==> src/rtl/detector_jogada_pkg.sv <==
// detector_jogada_pkg
// Shared definitions for the button play detector: default parameter values
// and the FSM state encoding, which is also exported on db_estado.
package detector_jogada_pkg;

    localparam int unsigned N_BOTOES_PADRAO        = 4;
    localparam int unsigned DEBOUNCE_CICLOS_PADRAO = 5;

    typedef enum logic [1:0] {
        ESPERA_SOLTAR = 2'd0,
        AGUARDA       = 2'd1,
        REGISTRA      = 2'd2,
        INVALIDA      = 2'd3
    } estado_t;

endpackage

==> src/rtl/sincronizador_debounce.sv <==
// sincronizador_debounce
// Two-flop synchroniser followed by a saturating-counter debouncer for a
// vector of raw push-buttons.
//
// Ports:
//   clock     - system clock
//   reset     - asynchronous, active-low; clears synchroniser, counter, outputs
//   botoes    - raw asynchronous buttons, 1 = pressed
//   estavel   - debounced button vector
//   assentado - 1 while estavel holds a vector that the input still confirms
//               (the counter is saturated on an unchanged sample); 0 from reset
//               until the first vector has been accepted
module sincronizador_debounce #(
    parameter int unsigned N_BOTOES        = 4,
    parameter int unsigned DEBOUNCE_CICLOS = 5
) (
    input  logic                clock,
    input  logic                reset,
    input  logic [N_BOTOES-1:0] botoes,
    output logic [N_BOTOES-1:0] estavel,
    output logic                assentado
);

    localparam int unsigned          CNT_W   = $clog2(DEBOUNCE_CICLOS);
    localparam logic [CNT_W-1:0]     CNT_MAX = CNT_W'(DEBOUNCE_CICLOS - 1);

    logic [N_BOTOES-1:0] s1_q;
    logic [N_BOTOES-1:0] sinc_q;
    logic [CNT_W-1:0]    cnt_q, cnt_d;
    logic [N_BOTOES-1:0] estavel_q, estavel_d;
    logic                assentado_q, assentado_d;
    logic                igual;

    // The sample about to enter the second stage is compared with the one it
    // holds, so a change is seen on the same edge it reaches sinc_q.
    assign igual = (s1_q == sinc_q);

    always_comb begin
        cnt_d       = cnt_q;
        estavel_d   = estavel_q;
        assentado_d = 1'b0;
        if (!igual) begin
            cnt_d = '0;
        end else if (cnt_q != CNT_MAX) begin
            cnt_d = cnt_q + CNT_W'(1);
        end else begin
            estavel_d   = sinc_q;
            assentado_d = 1'b1;
        end
    end

    always_ff @(posedge clock or negedge reset) begin
        if (!reset) begin
            s1_q        <= '0;
            sinc_q      <= '0;
            cnt_q       <= '0;
            estavel_q   <= '0;
            assentado_q <= 1'b0;
        end else begin
            s1_q        <= botoes;
            sinc_q      <= s1_q;
            cnt_q       <= cnt_d;
            estavel_q   <= estavel_d;
            assentado_q <= assentado_d;
        end
    end

    assign estavel   = estavel_q;
    assign assentado = assentado_q;

endmodule

==> src/rtl/detector_jogada.sv <==
// detector_jogada
// Input stage in front of the memory game: debounces the button vector and
// turns each single-button press into a registered one-hot play with a
// one-cycle strobe. Multi-button presses produce a one-cycle invalid strobe.
// Every press must be released before another play is accepted.
//
// Ports:
//   clock           - system clock (1 kHz nominal)
//   reset           - asynchronous, active-low; clears all state
//   botoes          - raw buttons, 1 = pressed
//   habilita        - game is waiting for a play
//   limpa           - synchronous clear of jogada and the FSM
//   jogada          - last valid one-hot play, held
//   tem_jogada      - 1-cycle pulse: new play in jogada
//   jogada_invalida - 1-cycle pulse: more than one button pressed
//   db_estado       - current FSM state encoding
module detector_jogada
    import detector_jogada_pkg::*;
#(
    parameter int unsigned N_BOTOES        = N_BOTOES_PADRAO,
    parameter int unsigned DEBOUNCE_CICLOS = DEBOUNCE_CICLOS_PADRAO
) (
    input  logic                clock,
    input  logic                reset,
    input  logic [N_BOTOES-1:0] botoes,
    input  logic                habilita,
    input  logic                limpa,
    output logic [N_BOTOES-1:0] jogada,
    output logic                tem_jogada,
    output logic                jogada_invalida,
    output logic [1:0]          db_estado
);

    logic [N_BOTOES-1:0] estavel;
    logic                assentado;
    logic                um_so;

    estado_t             estado_q, estado_d;
    logic [N_BOTOES-1:0] jogada_q, jogada_d;
    logic                tem_jogada_q, tem_jogada_d;
    logic                jogada_invalida_q, jogada_invalida_d;

    sincronizador_debounce #(
        .N_BOTOES        (N_BOTOES),
        .DEBOUNCE_CICLOS (DEBOUNCE_CICLOS)
    ) u_sinc_db (
        .clock     (clock),
        .reset     (reset),
        .botoes    (botoes),
        .estavel   (estavel),
        .assentado (assentado)
    );

    assign um_so = (estavel != '0) &&
                   ((estavel & (estavel - N_BOTOES'(1))) == '0);

    always_comb begin
        estado_d = estado_q;
        jogada_d = jogada_q;
        if (limpa) begin
            estado_d = ESPERA_SOLTAR;
            jogada_d = '0;
        end else begin
            unique case (estado_q)
                // Re-arm only on a confirmed all-released vector, so buttons
                // held through reset never look like a release.
                ESPERA_SOLTAR: begin
                    if (estavel == '0 && assentado) begin
                        estado_d = AGUARDA;
                    end
                end
                AGUARDA: begin
                    if (habilita && estavel != '0) begin
                        if (um_so) begin
                            estado_d = REGISTRA;
                            jogada_d = estavel;
                        end else begin
                            estado_d = INVALIDA;
                        end
                    end
                end
                REGISTRA: estado_d = ESPERA_SOLTAR;
                INVALIDA: estado_d = ESPERA_SOLTAR;
                default:  estado_d = ESPERA_SOLTAR;
            endcase
        end
        // Strobes are registered alongside the state they belong to.
        tem_jogada_d      = (estado_d == REGISTRA);
        jogada_invalida_d = (estado_d == INVALIDA);
    end

    always_ff @(posedge clock or negedge reset) begin
        if (!reset) begin
            estado_q          <= ESPERA_SOLTAR;
            jogada_q          <= '0;
            tem_jogada_q      <= 1'b0;
            jogada_invalida_q <= 1'b0;
        end else begin
            estado_q          <= estado_d;
            jogada_q          <= jogada_d;
            tem_jogada_q      <= tem_jogada_d;
            jogada_invalida_q <= jogada_invalida_d;
        end
    end

    assign jogada          = jogada_q;
    assign tem_jogada      = tem_jogada_q;
    assign jogada_invalida = jogada_invalida_q;
    assign db_estado       = estado_q;

endmodule

==> config.mk <==
export PLATFORM = sky130hd
export DESIGN_NAME = detector_jogada
export DESIGN_NICKNAME = d
export VERILOG_FILES = /design/src/rtl/detector_jogada_pkg.sv /design/src/rtl/sincronizador_debounce.sv /design/src/rtl/detector_jogada.sv
export SDC_FILE = /design/constraint.sdc
export NUM_CORES = 1
export LEC_CHECK = 0
export ABC_CLOCK_PERIOD_IN_PS = 4280
export BUFFER_PORTS_ARGS = -buffer_cell sky130_fd_sc_hd__buf_2
export CORE_AREA = 2 2 45 63
export CTS_BUF_LIST = sky130_fd_sc_hd__clkbuf_16
export CTS_CLUSTER_SIZE = 10
export DETAILED_ROUTE_END_ITERATION = 6
export DIE_AREA = 0 0 47 65
export HOLD_SLACK_MARGIN = 0.08
export PLACE_DENSITY = 0.66
export SYNTH_ARGS = -nofsm -noshare
export SYNTH_HDL_FRONTEND = slang
export SYNTH_SLANG_ARGS = --single-unit
==> constraint.sdc <==
create_clock -name clock -period 4.28 [get_ports clock]
set_input_delay 0 -clock clock [delete_from_list [all_inputs] [get_ports clock]]
set_output_delay 0 -clock clock [all_outputs]
set_load 0.01 [all_outputs]
==> run summary, run 1 <==
worst skew pair latency: 260 ps
Area Growth Syn to Fin: 27.3%
initial antenna violation count: 0
Synth Area per Inst: 12.9 sq um
fin worst setup slack: 2780 ps
Port Buffers: 15
top_reg_cell synth: dfrtp_1
Clock transition at path regs: 60 ps
Fin Setup TNS: 0 ps
M3 GR Usage: 2.51%
DRT Pass-1 Iters: 4
CP startpoint kind: flop
post-synthesis mux area share: 4.64%
GR Layer Usage met1: 13.8%
GRT met2 Usage: 23.1%
total power divided by cell area: 365 mW/mm^2
Clock Skew: 3.36 ps
Worst Setup End Kind: flop
Yosys reg bits: 24
num ports: 16
CP arrival: 1640 ps
commonest cells after routing, fill and taps aside: dfrtp_1, buf_2, dlygate4sd3_1
Root Driver: clkbuf_16
CORE AREA: 0.00253 sq mm
Die Width: 47 microns
simple-gate area share of the yosys netlist: 17.5%
grt ovf: 0
ratio of cells with drive above 1 in the final layout: 25.0%
Via density: 4.86
Fin Hold WS: 248 ps
Tcrit/Tclk final: 35.0%
YS warnings: 0
RR Startpoint: u_sinc_db.sinc_q[0]
most common cell after layout, fill and taps aside: dfrtp_1
Slew HR: 66.1%
clock tree sinks: 24
Final Non-Filler Cells: 136
Buf/Inv on CP: 0
Post-CTS Setup Inserts: 0
Placed Cells incl. Taps: 126
Slew Limit Fails: 0
number of inserted diodes: 0
outcome: finished, final reports clean
max cap viols: 0
Yosys cell types: 24
Hold Crit Class: input pin to asynchronous set/reset pin
NumNets Final: 112
post_cts resized: 0
cts-stage hold buffer count: 7
Wirelength per Cell: 11.8 microns
Hold Violations, Final: 0
Synth async-reset ratio: 100%
XOR/XNOR Fraction of Synth Area: 5.41%
Pleak: 0.565 nW
Syn Inst Count: 75
CP max stage delay: 380 ps
number of global-route vias before repair: 719
peak supply drop: 0.220 mV
initial DRC count: 8
CP Data Required Time: 4420 ps
Fmax: 667 MHz
area of the die: 0.00306 sq mm
crit-path max FO: 5
busiest grt layer: met2
compound-gate portion of the synthesized area: 7.22%
RD Place Congestion: 0.750
main combinational cell family by area after synthesis: simple AND/OR/NAND/NOR gates
sequential fraction of the synthesis area: 61.9%
largest net degree at the start of global routing: 25
row cnt: 22
CTS max path bufs: 2
endpoints failing setup: 0
Initial Util: 38.3%
Syn Nets: 85
crit path from: u_sinc_db.sinc_q[0]
Worst Path Class, Setup: flop to flop
synthesized area: 971 sq um
Post-Route WL: 1.61 mm
CP delay by family, top: simple AND/OR/NAND/NOR gates
Detail Route Antenna Nets: 0
Worst Tran Pin Value: 509 ps
wire length of the first global-routing pass: 2.89 mm
TritonCTS clock tree: yes
Max H-tree Level: 1
DP Worst Slack: 2790 ps
critical path, cell by cell: xnor2_1, nand4_1, nor2_4, mux2_2
gr usage total: 13.5%
DR vias: 661
Slowest-stage cell, CP: dfrtp_1
Adder-Cell Fraction of Synth Area: 2.58%
TritonCTS buffer count: 3
RSZ-0062 raised after global routing: false
die height: 65 microns
Post-synth EDFFs: 0
Post-DP HPWL: 1.16 mm
DRC errors left: 0
min Tclk post-route: 1500 ps
worst register-to-register path, cell delays in order, from the launching register on:
cell and delay, ps:
dfrtp_1 380, xnor2_1 170, nand4_1 260, nor2_4 220, mux2_2 350
logic make-up after synthesis:
logic type      count (synthesis)
compound gates                 11
xor+xnor                        6
fa+ha+maj                       2
buf+inv                         2
flops                          24
mux                             4
simple gates                   26
cell usage after synthesis (all sizes together) (2+ instances only):
master | n | area [sq um]
a21oi | 6 | 30.0
dfrtp | 24 | 601
ha | 2 | 25.0
inv | 2 | 7.51
mux2 | 4 | 45.0
nand2 | 6 | 22.5
nand4b | 2 | 17.5
nor2 | 6 | 32.5
nor3 | 3 | 15.0
nor4 | 2 | 18.8
nor4b | 2 | 30.0
o21ai | 4 | 20.0
xnor2 | 5 | 43.8
sequential cells by signal (all words and copies together) (netlist names):
register             count
tem_jogada               1
db_estado                2
jogada_invalida          1
jogada                   4
u_sinc_db.assentado      1
u_sinc_db.sinc_q         4
u_sinc_db.cnt_q          3
u_sinc_db.s1_q           4
u_sinc_db.estavel        4
path summary, 6_finish.rpt:
path / to / slack [ps] / cells after the start
setup / recovery: u_sinc_db.estavel[1] / 2780 / 4
hold / removal: jogada[1] / 250 / 2
setup reg to reg: u_sinc_db.estavel[1] / 2780 / 4
hold reg to reg: u_sinc_db.sinc_q[1] / 390 / 0
max in group asynchronous: u_sinc_db.sinc_q[3] / 3690 / 2
min in group clock: u_sinc_db.s1_q[0] / 380 / 2
final cells by class:
type | instances | area, sq um
Tap cell | 36 | 45.0
Timing Repair Buffer | 22 | 145
Sequential cell | 24 | 601
Multi-Input combinational cell | 49 | 363
Clock buffer | 3 | 75.1
Inverter | 2 | 7.51
Fill cell | 244 | 1300
per-layer routing:
layer,share of wire [%],routed length (microns)
met4,3.2,51
met1,40,644
met2,53,853
met3,3.8,62
met5,0,0
metrics by stage:
step                power (mW)  area (sq um)  util, %
floorplan                0.244           971        -
global placement         0.253          1090     43.1
detailed placement       0.254          1090     43.1
CTS                      0.458          1240     48.8
global route             0.467          1240     48.8
finish                   0.451          1240     48.8
power by group:
group,switching (mW),internal (mW)
clock network,0.0732,0.124
logic,0.00944,0.0101
registers,0.00315,0.231
total,0.0858,0.365
(Power assumes the default switching activity.)
==> run 2, diff against run 1 <==
--- a/config.mk
+++ b/config.mk
@@ -5,7 +5,8 @@
 export SDC_FILE = /design/constraint.sdc
 export NUM_CORES = 1
 export LEC_CHECK = 0
-export ABC_CLOCK_PERIOD_IN_PS = 4280
+export ABC_AREA = 1
+export ABC_CLOCK_PERIOD_IN_PS = 1500
 export BUFFER_PORTS_ARGS = -buffer_cell sky130_fd_sc_hd__buf_2
 export CORE_AREA = 2 2 45 63
 export CTS_BUF_LIST = sky130_fd_sc_hd__clkbuf_16
==> constraint.sdc (replaced) <==
create_clock -name clock -period 1.5 [get_ports clock]
set_input_delay 0 -clock clock [delete_from_list [all_inputs] [get_ports clock]]
set_output_delay 0 -clock clock [all_outputs]
set_load 0.01 [all_outputs]
==> run 2 against run 1 <==
Clock power rose to 2.8 times the previous value. Total power rose to 2.9 times the previous value. Critical path depth rose by 3. First-iteration DRC count is 38% higher. Register-to-register slack lost 2600 ps. Sequential share of layout area rose by 0.50 points. Die area is the same. Non-clock buffer count decreased by 1. Fmax increased by 12%. Largest cell class unchanged. Largest power group unchanged.
==> run summary, run 2 <==
RD Place Congestion: 0.752 (+0.25%)
Clock transition at path regs: 60 ps (about the same)
Post-Route WL: 1.59 mm (-1.5%)
TritonCTS clock tree: yes
Yosys top cell area share: 62.0% (+0.16 points)
commonest cells after routing, fill and taps aside: nand2_1, dfrtp_1, buf_2
dpl cell area: 0.00109 sq mm (-0.23%)
R2R cell count: 7 (+3)
Synth area leader: dfrtp_1
Comb power frac: 4.7% (+0.4 points)
Syn Inst Count: 98 (+31%)
Initial Util: 38.2% (-0.099 points)
number of global-route vias before repair: 733 (+1.9%)
DRC errors left: 0 (unchanged)
clock tree sinks: 24 (unchanged)
Synth Area per Inst: 9.88 sq um (-24%)
Post-DP HPWL: 1.13 mm (-2.0%)
Detail Route Antenna Nets: 0 (unchanged)
count leader, synth: nand2_1
crit-path max FO: 7 (+2)
Max H-tree Level: 1 (unchanged)
Port Buffers: 15 (unchanged)
Via density: 4.43 (-8.8%)
Clock Skew: 4.25 ps (+0.885 ps)
area of the die: 0.00306 sq mm (unchanged)
Slew Limit Fails: 0 (unchanged)
number of inserted diodes: 0 (unchanged)
largest net degree at the start of global routing: 25 (unchanged)
Worst Setup End Kind: flop
post_cts resized: 0 (unchanged)
switching share of power: 19.2% (+0.21 points)
sequential fraction of the synthesis area: 62.0% (+0.16 points)
worst hold path depth: 5
DP Worst Slack: 176 ps (-2610 ps)
Synth async-reset ratio: 100% (unchanged)
worst skew pair latency: 250 ps (about the same)
YS warnings: 0 (unchanged)
max cap viols: 0 (unchanged)
top_reg_cell synth: dfrtp_1
CP Data Required Time: 1650 ps (-2770 ps)
Pleak: 0.662 nW (+17%)
Yosys cell types: 17 (-29%)
num ports: 16 (unchanged)
Placed Cells incl. Taps: 149 (+18%)
wire length of the first global-routing pass: 2.70 mm (-6.7%)
peak supply drop: 0.666 mV (+200%)
most common cell after layout, fill and taps aside: nand2_1
sequential share of power: 52.0% (about the same)
Hold Path Origin: habilita
P_sw: 0.247 mW (+190%)
synthesized area: 968 sq um (-0.26%)
Root Driver: clkbuf_16
Worst Hold Endpoint: jogada_invalida
largest cells by area after synthesis: dfrtp_1, nand2_1, nand3_1
Fin Hold WS: 132 ps (-116 ps)
CORE AREA: 0.00253 sq mm (unchanged)
CTS max path bufs: 2 (unchanged)
Die Width: 47 microns (unchanged)
RSZ-0062 raised after global routing: false
Wirelength per Cell: 10.0 microns (-15%)
cts-stage hold buffer count: 6 (-1)
Fin Setup TNS: 0 ps (unchanged)
Syn Nets: 108 (+27%)
fin worst setup slack: 164 ps (-2620 ps)
min Tclk post-route: 1340 ps (-162 ps)
gr usage total: 12.5% (-0.97 points)
initial DRC count: 11 (+3)
CP startpoint kind: flop
Hold Crit Class: input pin to flop
Worst Path Class, Setup: flop to flop
initial antenna violation count: 0 (unchanged)
DR vias: 700 (+5.9%)
RR Startpoint: u_sinc_db.cnt_q[0]
Post-synth EDFFs: 0 (unchanged)
worst r2r dst: u_sinc_db.estavel[3]
NumNets Final: 134 (+20%)
TritonCTS buffer count: 3 (unchanged)
Area Growth Syn to Fin: 26.4%
CP arrival: 1490 ps (-150 ps)
Worst Tran Pin Value: 506 ps (-3.18 ps)
flop-to-flop setup slack: 160 ps (-2620 ps)
Fmax: 748 MHz (+12%)
Filler cells: 245 (+0.41%)
Post-CTS Setup Inserts: 0 (unchanged)
outcome: finished, final reports clean
die height: 65 microns (unchanged)
Post-synth top cells: nand2_1, dfrtp_1, inv_1
Tcrit/Tclk final: 89.1% (+54 points)
Hold Violations, Final: 0 (unchanged)
endpoints failing setup: 0 (unchanged)
DRT Pass-1 Iters: 4 (unchanged)
Slew HR: 66.3% (+0.21 points)
Final Non-Filler Cells: 158 (+16%)
ratio of cells with drive above 1 in the final layout: 21.3% (-3.7 points)
total power divided by cell area: 1050 mW/mm^2 (+190%)
grt ovf: 0 (unchanged)
clock power share: 43.3% (-0.3 points)
Yosys reg bits: 24 (unchanged)
row cnt: 22 (unchanged)
Pint: 1.04 mW (+180%)
Design Area, Final: 0.00122 sq mm (-1.0%)
==> run 2: logic make-up after synthesis <==
| family | count (synthesis) | synth area share, % |
|---|---|---|
| simple gates | 54 | 25.6 |
| flops | 24 | 62.0 |
| buf+inv | 11 | 4.26 |
| xor+xnor | 4 | 3.62 |
| compound gates | 3 | 1.94 |
| fa+ha+maj | 2 | 2.58 |
==> run 2: worst max-delay path by stage <==
stage | start | to | slack [ps] | depth (start not counted)
after floorplan | u_sinc_db.cnt_q[0] | u_sinc_db.estavel[0] | 310 | 7
after global routing | u_sinc_db.cnt_q[0] | u_sinc_db.estavel[0] | 30 | 7
after global placement | u_sinc_db.cnt_q[0] | u_sinc_db.estavel[3] | 240 | 7
final | u_sinc_db.cnt_q[0] | u_sinc_db.estavel[3] | 160 | 7
after CTS | u_sinc_db.cnt_q[0] | u_sinc_db.estavel[2] | 160 | 7
after detailed placement | u_sinc_db.cnt_q[0] | u_sinc_db.estavel[2] | 180 | 7
==> run 2: cell type report <==
cell class	instances	area, sq um	share of cell area (%)
Sequential cell	24	601	49.1
Multi-Input combinational cell	63	327	26.7
Timing Repair Buffer	21	135	11.0
Clock buffer	3	75.1	6.13
Tap cell	36	45.0	3.68
Inverter	11	41.3	3.37
==> run 2: power groups by stage <==
stage	Sequential, mW	Clock (mW)	Combinational, mW
final	0.669	0.557	0.0599
after global routing	0.670	0.598	0.0676
after CTS	0.669	0.574	0.0609
after detailed placement	0.680	0	0.0490
after global placement	0.680	0	0.0473
after floorplan	0.679	0	0.0240
==> run 2: per-layer routing <==
layer / up-vias / track usage, % / part of all wire (%)
met1: 316 / 12.0 / 40
met3: 5 / 3.06 / 3.9
li1: 360 / - / -
met2: 19 / 22.1 / 53
met4: 0 / 7.64 / 2.9
met5: - / 0 / 0
==> run 2: critical path, stage by stage (launching register included) <==
cell     delay [ps]
dfrtp_1         400
inv_1            80
ha_1            140
nand2_1          90
inv_1           180
nand3_1         190
nand2_1         100
nand2_1          50
==> run 2: metrics by stage <==
| stage | power (mW) | utilization [%] |
|---|---|---|
| global route | 1.34 | 48.3 |
| global placement | 0.727 | 43.0 |
| CTS | 1.30 | 48.3 |
| detailed placement | 0.729 | 43.0 |
| finish | 1.29 | 48.3 |
| floorplan | 0.703 | - |
